`src/rtl/snake_body_unit.sv`:
```
// Snake body and movement engine: segment storage, timed stepping, collision/apple detection
// and per-cell occupancy queries. Define SNAKE_WRAP_EN to make grid edges wrap instead of killing.
module snake_body_unit #(
   parameter int GRID_W      = 40,
   parameter int GRID_H      = 30,
   parameter int MAX_LEN     = 16,
   parameter int STEP_CYCLES = 12_500_000
) (
   input  logic       CLK_50M,
   input  logic       RSTn,
   input  logic       key1_press,
   input  logic       key2_press,
   input  logic       key3_press,
   input  logic       key4_press,
   input  logic [1:0] game_status,
   input  logic       restart,
   input  logic [5:0] apple_x,
   input  logic [4:0] apple_y,
   input  logic [5:0] query_x,
   input  logic [4:0] query_y,
   output logic       head_hit,
   output logic       body_hit,
   output logic [5:0] head_x,
   output logic [4:0] head_y,
   output logic [4:0] snake_len,
   output logic       apple_eaten,
   output logic       hit_wall,
   output logic       hit_body
);

   localparam int               CNT_W     = (STEP_CYCLES > 1) ? $clog2(STEP_CYCLES) : 1;
   localparam logic [CNT_W-1:0] CNT_LAST  = CNT_W'(STEP_CYCLES - 1);
   localparam logic [5:0]       X_MAX     = 6'(GRID_W - 1);
   localparam logic [4:0]       Y_MAX     = 5'(GRID_H - 1);
   localparam logic [4:0]       LEN_MAX   = 5'(MAX_LEN);
   localparam logic [4:0]       LEN_INIT  = 5'd3;
   localparam logic [1:0]       STAT_PLAY = 2'b10;
   localparam logic [1:0]       DIR_UP    = 2'd0;
   localparam logic [1:0]       DIR_DOWN  = 2'd1;
   localparam logic [1:0]       DIR_LEFT  = 2'd2;
   localparam logic [1:0]       DIR_RIGHT = 2'd3;
`ifdef SNAKE_WRAP_EN
   localparam logic             WRAP_EN   = 1'b1;
`else
   localparam logic             WRAP_EN   = 1'b0;
`endif

   logic [5:0]       r_seg_x [MAX_LEN];
   logic [4:0]       r_seg_y [MAX_LEN];
   logic [4:0]       r_len;
   logic [1:0]       r_cur_dir, r_next_dir;
   logic [CNT_W-1:0] r_cnt;
   logic             r_hit_wall, r_hit_body, r_apple_eaten, r_head_hit, r_body_hit;

   logic             w_run, w_step, w_move, w_eat, w_off_grid, w_self_hit;
   logic [5:0]       w_cand_x;
   logic [4:0]       w_cand_y;
   logic [1:0]       w_key_dir, w_ref_dir;
   logic             w_key_valid, w_key_ok, w_q_head, w_q_body;

   assign w_run  = (game_status == STAT_PLAY) && !r_hit_wall && !r_hit_body;
   assign w_step = w_run && (r_cnt == CNT_LAST);

   // Key priority select; at a step the reversal check uses the direction about to become current.
   always_comb begin
      w_key_valid = 1'b1;
      w_key_dir   = DIR_RIGHT;
      if (key1_press)      w_key_dir = DIR_UP;
      else if (key2_press) w_key_dir = DIR_DOWN;
      else if (key3_press) w_key_dir = DIR_LEFT;
      else if (key4_press) w_key_dir = DIR_RIGHT;
      else                 w_key_valid = 1'b0;
      w_ref_dir = w_step ? r_next_dir : r_cur_dir;
      w_key_ok  = w_key_valid && (w_key_dir != (w_ref_dir ^ 2'd1));
   end

   // Candidate head one cell along next_dir, with edge detection or wrap.
   always_comb begin
      w_cand_x   = r_seg_x[0];
      w_cand_y   = r_seg_y[0];
      w_off_grid = 1'b0;
      case (r_next_dir)
         DIR_UP: begin
            if (r_seg_y[0] == 5'd0) begin w_cand_y = Y_MAX; w_off_grid = !WRAP_EN; end
            else                    w_cand_y = r_seg_y[0] - 5'd1;
         end
         DIR_DOWN: begin
            if (r_seg_y[0] == Y_MAX) begin w_cand_y = 5'd0; w_off_grid = !WRAP_EN; end
            else                     w_cand_y = r_seg_y[0] + 5'd1;
         end
         DIR_LEFT: begin
            if (r_seg_x[0] == 6'd0) begin w_cand_x = X_MAX; w_off_grid = !WRAP_EN; end
            else                    w_cand_x = r_seg_x[0] - 6'd1;
         end
         DIR_RIGHT: begin
            if (r_seg_x[0] == X_MAX) begin w_cand_x = 6'd0; w_off_grid = !WRAP_EN; end
            else                     w_cand_x = r_seg_x[0] + 6'd1;
         end
         default: w_off_grid = 1'b0;
      endcase
   end

   // Self-collision and query matching against live segments only.
   always_comb begin
      w_self_hit = 1'b0;
      w_q_body   = 1'b0;
      w_q_head   = (r_seg_x[0] == query_x) && (r_seg_y[0] == query_y);
      for (int i = 1; i < MAX_LEN; i++) begin
         w_self_hit = w_self_hit | ((5'(i) < r_len) && (r_seg_x[i] == w_cand_x) && (r_seg_y[i] == w_cand_y));
         w_q_body   = w_q_body   | ((5'(i) < r_len) && (r_seg_x[i] == query_x)  && (r_seg_y[i] == query_y));
      end
   end

   assign w_move = w_step && !restart && !w_off_grid && !w_self_hit;
   assign w_eat  = w_move && (w_cand_x == apple_x) && (w_cand_y == apple_y);

   // Segment storage: initial layout on reset/restart, shift toward the tail on a move.
   always_ff @(posedge CLK_50M or negedge RSTn) begin
      if (!RSTn) begin
         for (int i = 0; i < MAX_LEN; i++) begin r_seg_x[i] <= 6'd0; r_seg_y[i] <= 5'd0; end
         r_seg_x[0] <= 6'd20; r_seg_x[1] <= 6'd19; r_seg_x[2] <= 6'd18;
         r_seg_y[0] <= 5'd15; r_seg_y[1] <= 5'd15; r_seg_y[2] <= 5'd15;
      end else if (restart) begin
         for (int i = 0; i < MAX_LEN; i++) begin r_seg_x[i] <= 6'd0; r_seg_y[i] <= 5'd0; end
         r_seg_x[0] <= 6'd20; r_seg_x[1] <= 6'd19; r_seg_x[2] <= 6'd18;
         r_seg_y[0] <= 5'd15; r_seg_y[1] <= 5'd15; r_seg_y[2] <= 5'd15;
      end else if (w_move) begin
         for (int i = 1; i < MAX_LEN; i++) begin r_seg_x[i] <= r_seg_x[i-1]; r_seg_y[i] <= r_seg_y[i-1]; end
         r_seg_x[0] <= w_cand_x;
         r_seg_y[0] <= w_cand_y;
      end
   end

   // Step timer, direction latch, length and sticky collision flags.
   always_ff @(posedge CLK_50M or negedge RSTn) begin
      if (!RSTn) begin
         r_cnt <= '0; r_cur_dir <= DIR_RIGHT; r_next_dir <= DIR_RIGHT; r_len <= LEN_INIT;
         r_hit_wall <= 1'b0; r_hit_body <= 1'b0; r_apple_eaten <= 1'b0;
      end else if (restart) begin
         r_cnt <= '0; r_cur_dir <= DIR_RIGHT; r_next_dir <= DIR_RIGHT; r_len <= LEN_INIT;
         r_hit_wall <= 1'b0; r_hit_body <= 1'b0; r_apple_eaten <= 1'b0;
      end else begin
         r_cnt <= (w_run && !w_step) ? r_cnt + 1'b1 : '0;
         if (w_step) r_cur_dir <= r_next_dir;
         if (w_key_ok) r_next_dir <= w_key_dir;
         if (w_step && w_off_grid) r_hit_wall <= 1'b1;
         if (w_step && !w_off_grid && w_self_hit) r_hit_body <= 1'b1;
         r_apple_eaten <= w_eat;
         if (w_eat && (r_len < LEN_MAX)) r_len <= r_len + 5'd1;
      end
   end

   // Registered occupancy answer for the display path.
   always_ff @(posedge CLK_50M or negedge RSTn) begin
      if (!RSTn) begin
         r_head_hit <= 1'b0; r_body_hit <= 1'b0;
      end else if (restart) begin
         r_head_hit <= 1'b0; r_body_hit <= 1'b0;
      end else begin
         r_head_hit <= w_q_head; r_body_hit <= w_q_body;
      end
   end

   assign head_hit    = r_head_hit;
   assign body_hit    = r_body_hit;
   assign head_x      = r_seg_x[0];
   assign head_y      = r_seg_y[0];
   assign snake_len   = r_len;
   assign apple_eaten = r_apple_eaten;
   assign hit_wall    = r_hit_wall;
   assign hit_body    = r_hit_body;

endmodule

```
`config.mk`:
```
export PLATFORM = sky130hd
export DESIGN_NAME = snake_body_unit
export DESIGN_NICKNAME = d
export VERILOG_FILES = /design/src/rtl/snake_body_unit.sv
export SDC_FILE = /design/constraint.sdc
export NUM_CORES = 1
export LEC_CHECK = 0
export BUFFER_PORTS_ARGS = -buffer_cell sky130_fd_sc_hd__buf_2
export CAP_MARGIN = 20
export CORE_MARGIN = 5
export CORE_UTILIZATION = 50
export CTS_CLUSTER_DIAMETER = 50
export DETAILED_ROUTE_END_ITERATION = 6
export PLACE_DENSITY = 0.69
export SLEW_MARGIN = 10
export SYNTH_ARGS = -nofsm -noshare
export SYNTH_HDL_FRONTEND = slang
export SYNTH_SLANG_ARGS = --single-unit
```
`constraint.sdc`:
```
create_clock -name CLK_50M -period 3.8 [get_ports CLK_50M]
set_input_delay 1.14 -clock CLK_50M [delete_from_list [all_inputs] [get_ports CLK_50M]]
set_output_delay 1.14 -clock CLK_50M [all_outputs]
set_load 0.01 [all_outputs]
```
== After elaboration in Yosys (flattened, before gate mapping) ==
Index checks and enable logic that the tools add are counted.
Word-level totals
  bits in registers: 214
  output and inout port bits: 21
Cells by class
  reduce and logical (&&, ||, !) cells: 89
  $lt $le $gt $ge: 16
  equality and inequality tests: 72
  muxes and demuxes: 37
  bitwise logic cells: 29
  add/subtract/negate cells: 6
Operators with widths (number)
  6-bit == test: 32
  96-bit two-way mux: 2
  5-bit == test: 32
  80-bit two-way mux: 2
  1-bit logical AND: 75
  24-bit two-way mux: 2
  4-bit by 5-bit < comparator with 1-bit output (first input constant): 8
  1-bit OR: 28
  24-bit by 1-bit adder with 24-bit output (second input constant): 1
  24-bit == test (second input constant): 1
  3-bit by 5-bit < comparator with 1-bit output (first input constant): 4
  5-bit two-way mux: 4
  1-bit two-way mux: 16
  2-bit two-way mux: 6
  6-bit two-way mux: 2
  6-bit case mux with 2 select lines: 1
  5-bit by 1-bit adder with 5-bit output (second input constant): 2
  2-bit by 5-bit < comparator with 1-bit output (first input constant): 2
  5-bit case mux with 2 select lines: 1
  2-bit nonzero test: 5
  6-bit by 1-bit adder with 6-bit output (second input constant): 1
  2-bit == test (second input constant): 3
  6-bit == test (second input constant): 1
  1-bit logical NOT: 6
  12 further kinds: 12

== Depth between registers and ports, before layout ==
  word-level depth: 27
  depth in mapped cells: 18
  mapped depth without buffers: 12

== Worst setup path after synthesis ==
No wires, ideal clock.
  kind: register to register
  start point: register r_seg_y (netlist bit head_y[0])
  end point: register r_seg_y (netlist bit head_y[0])
  library setup time: 90 ps
  path slack: -438 ps
  required time: 3710 ps
  buffers on the path: 5
  stages on the path, launching flop included: 18
  arrival time: 4147 ps
  cells stage by stage: dfstp_2 -> clkbuf_1 -> inv_1 -> ha_1 -> mux2_2 -> mux2i_1 -> clkbuf_1 -> nor2_2 -> xnor2_1 -> or4b_2 -> nor4_1 -> a2111o_1 -> or4_4 -> buf_6 -> buf_2 -> buf_2 -> mux2i_1 -> nand2_1
On the way
  word-level cells in the longest chain between the ends: 22
RTL lines
  from (decl): line 49  | logic [4:0] r_seg_y [MAX_LEN];
  5-bit by 1-bit adder with 5-bit output (tied with other cells): line 89  | else w_cand_y = r_seg_y[0] + 5'd1;
  5-bit two-way mux, on equally long branches: line 88, 84
  5-bit case mux with 2 select lines: line 82  | case (r_next_dir)
  5-bit == test: line 109  | w_self_hit = w_self_hit | ((5'(i) < r_len) && (r_seg_x[i] == w_cand_x) && (r_seg_y[i] == w_cand_y));
  1-bit logical AND: line 109
  1-bit OR (14 in series): line 109
  1-bit logical NOT: line 114  | assign w_move = w_step && !restart && !w_off_grid && !w_self_hit;
  1-bit logical AND: line 114
  2-bit nonzero test (no source line)
Parallel ways exist; a longest one is shown, timed or not. The select of a mux whose other input is x is not followed.
A chain may end at the register's enable or synchronous reset.

== Final worst setup path ==
  start point: register r_seg_y (netlist bit head_y[0])
  end point: register r_len[1], in the netlist snake_len[1]
On the way
  word-level cells in the longest chain between the ends: 25
RTL lines
  5-bit by 1-bit adder with 5-bit output (tied with other cells): line 89
  5-bit two-way mux, on equally long branches: line 88, 84
  5-bit case mux with 2 select lines: line 82
  5-bit == test: line 109
  1-bit logical AND: line 109
  1-bit OR (14 in series): line 109
  1-bit logical NOT: line 114
  1-bit logical AND: line 114
  1-bit logical AND: line 115  | assign w_eat = w_move && (w_cand_x == apple_x) && (w_cand_y == apple_y);
  1-bit logical AND (*): line 115
  1-bit logical AND (*): line 149  | if (w_eat && (r_len < LEN_MAX)) r_len <= r_len + 5'd1;
  2-bit nonzero test (no source line) (*)
  to (signal assigned): line 149
  to (decl): line 50  | logic [4:0] r_len;
Mark *: on every way between the ends. The rest lies on a longest branch, timed or not.

==> impl_metrics.yaml <==
placed_design:
  dp_hpwl_um: 46000
  pre_cts_ws_ns: -0.532
  dpl-instance-area_um2: 17600
  placement.io_buffers: 51
  gp_routability_congestion: 1.06
cts:
  clock_latency_ns: 0.59
  hold_buf_cts: 0
  cts_root_buf: "sky130_fd_sc_hd__clkbuf_16"
  cts_max_level: 1
  tritoncts: "yes"
  clock_edge_transition_at_the_registers_on_the_reported_setup_and_hold_paths_ns: 0.06
  clock_sinks: 214
  max-clock-path-buffers: 3
  cts_made_buffers: 31
die:
  floorplan.initialDensity: 0.507
  boundaryPins: 52
  core_footprint_um2: 29600
  num_rows: 63
  die_footprint_um2: 33600
  die_x_um: 183
  floorplan.die.height_um: 183
timing:
  min_period_over_period: 1.11
  setup_viol: 183
  fin_ws_ns: -0.400
  timing_hold_violations_final: 0
  final.min_clock_period_ns: 4.20
  grt_setup_unrepaired: "yes"
  maxSlewViolCount: 0
  slew_of_the_pin_with_the_lowest_slew_margin_ns: 0.833
  slew_headroom: 0.439
  max_freq_mhz: 238
  timing.setup.tns_ns: -55.55
  clock-skew-final_ns: 0.0307
synth:
  synth_area_leaders: "sky130_fd_sc_hd__dfrtp_1, sky130_fd_sc_hd__xnor2_1, sky130_fd_sc_hd__nand3_1"
  yosysTopAreaCell: "sky130_fd_sc_hd__dfrtp_1"
  synth.yosys.seq_area_share: 0.358
  synth.net_count: 1812
  post-synth-top-area-fraction: 0.315
  synth_cells: 1773
  synth-edff-count: 0
  postSynth.asyncResetShare: 1.00
  synth.ff_latch_count: 214
  postSynthAreaPerCell_um2: 8.48
  synth_flop_cell: "sky130_fd_sc_hd__dfrtp_1"
  yosysWarningCount: 0
  syn-cell-area_um2: 15000
  post_synth_num_cell_types: 88
worst_setup_path:
  timing.critical_path.to_type: "register"
  crit_path_start_kind: "register"
  crit_path_max_fanout: 9
  worst_ep_arrival_time_ns: 4.71
  worst_ep_required_time_ns: 4.31
  worst-setup-path-type: "register to register"
grt:
  antenna_found_initial: 0
  grt_first_pass_wirelength_um: 93800
  global_route.usage.total: 0.368
  grt_max_degree: 80
  grt_pass1_vias: 14800
  globalRouteOverflowTotal: 0
layout:
  fin_util: 0.669
  syn_to_final_growth_pct: 31.9
  nets: 2058
  final.fill_count: 2431
  drive_above_1_share: 0.275
  antenna-diode-count: 0
  final_cell_area_um2: 19800
routing:
  drc: 0
  avgViaCountPerCell: 6.35
  drtPass1Iterations: 5
  drt-wirelength-per-cell_um: 25.9
  detail_route.wirelength_um: 63000
  drtIter0Drc: 1926
  detail-route-antenna-nets: 0
  route.vias.total: 15500
outcome:
  failed_checks: "setup timing"
  run_status: "complete, but fails checks"
power_and_ir_drop:
  ir_worst_vdd_mv: 0.388
  power-per-cell-area_nw_per_um2: 315
  cellLeakagePower_nw: 8.01
worst_hold_path:
  timing.hold.worst.class: "register to register"
flow_run:
  maxCapViolations: 0
-- cells in the mapped netlist, drive strengths merged, types with 8 or more instances --
library cell  instances
xnor2               250
nand3               215
dfrtp               189
o21ai               187
inv                 166
buf                  75
clkbuf               75
xor2                 59
nor4                 54
nand4                53
nor2                 47
nand2                46
a21oi                41
o211ai               29
dfstp                25
nor3                 25
a31oi                24
a211oi               13
or3                  12
or4                  12
and3                 11
mux2i                11
o31ai                11
a2111oi               8
ha                    8
nor2b                 8
o22ai                 8
-- placed cells by master (no fill, tap or decap), drive strengths merged, types with 5 or more instances in the layout --
cell type    n
nor3        25
dfstp       25
nor2        47
mux2i       11
clkbuf      33
nand2       46
o22ai        8
nor4b        7
or4         13
nor2b        8
a32oi        7
a21o         6
clkinv       9
and4         6
and3        11
o211ai      29
or2          6
a211o        6
buf        357
ha           8
o21ai      187
or3         12
nand2b       7
a2111oi      8
o221ai       7
a211oi      13
o31ai       11
a221oi       5
nand4       53
xor2        59
bufbuf       5
nor4        54
xnor2      250
a31oi       24
dfrtp      189
nand3      215
inv        174
a21oi       41
-- final cells by class --
cell class | instances | area, um^2 | area share
Clock buffer | 33 | 803 | 0.0405
Clock inverter | 25 | 285 | 0.0144
Inverter | 166 | 631 | 0.0318
Multi-Input combinational cell | 1244 | 8870 | 0.448
Sequential cell | 214 | 5390 | 0.272
Tap cell | 390 | 488 | 0.0246
Timing Repair Buffer | 362 | 3360 | 0.169
-- through the flow --
stage	cells	hold slack, ns	power (mW)
CTS	2426	0.483	6.22
detailed placement	2334	0.476	3.14
global route	2434	0.514	6.40
finish	2434	0.488	6.25
global placement	2334	0.472	3.14
floorplan	1773	0.455	2.73
-- where the power goes --
group          internal, mW  switching (mW)  leakage, nW
Clock                  1.83            1.24        0.533
Sequential             2.28         0.00352         2.90
Combinational         0.370           0.516         4.58
Total                  4.49            1.76         8.01
-- routing by layer --
metal  vias up  global-route usage  wire [um]
li1       6760                   -          -
met1      7504               0.503      24800
met3       241              0.0736       6630
met4         0               0.181       3960
met2       961               0.560      27600
met5         -                   0          0
-- worst paths after layout --
check	cells past startpoint	start	end	slack (ns)
worst min register to register	1	r_cnt[0]	r_cnt[0]	0.49
worst min-delay path	1	r_cnt[0]	r_cnt[0]	0.49
worst max register to register	15	head_y[0]	snake_len[1]	-0.40
max in group asynchronous	2	RSTn	r_seg_y[67]	2.27
worst max-delay path	15	head_y[0]	snake_len[1]	-0.40
min in group asynchronous	1	RSTn	r_cnt[12]	0.56
-- worst max-delay path, stage by stage, from the launching register on --
cell,delay [ns]
sky130_fd_sc_hd__dfstp_2,0.61
sky130_fd_sc_hd__inv_4,0.05
sky130_fd_sc_hd__ha_4,0.16
sky130_fd_sc_hd__nor4b_4,0.15
sky130_fd_sc_hd__buf_4,0.15
sky130_fd_sc_hd__o41a_1,0.40
sky130_fd_sc_hd__nand3_2,0.12
sky130_fd_sc_hd__buf_12,0.17
sky130_fd_sc_hd__xnor2_2,0.07
sky130_fd_sc_hd__o211ai_1,0.19
sky130_fd_sc_hd__nor4_2,0.11
sky130_fd_sc_hd__or4_4,0.56
sky130_fd_sc_hd__or4_4,0.63
sky130_fd_sc_hd__buf_12,0.17
sky130_fd_sc_hd__or4b_1,0.49
sky130_fd_sc_hd__nand3_1,0.09
-- registers in the layout (all words and copies together), names as in the netlist --
register,flops
snake_len,5
r_cnt,24
r_cur_dir,2
r_next_dir,2
head_x,6
r_seg_y,75
head_hit,1
body_hit,1
r_seg_x,90
apple_eaten,1
head_y,5
hit_wall,1
hit_body,1
-- repair_timing --
action / 4_1_cts / 5_1_grt
resized for setup: 63 / 115
endpoints found under the setup margin: 183 / 183
setup buffers: 26 / 8
cloned: 10 / 0
pin swaps: 16 / 8
-- kinds of logic after synthesis --
kind of cell | Yosys count | share of synthesized area
simple gates | 527 | 0.196
compound gates | 385 | 0.160
buf+inv | 316 | 0.0884
xor+xnor | 309 | 0.181
flops | 214 | 0.358
mux | 14 | 0.00957
fa+ha+maj | 8 | 0.00666
(Power assumes the default switching activity.)
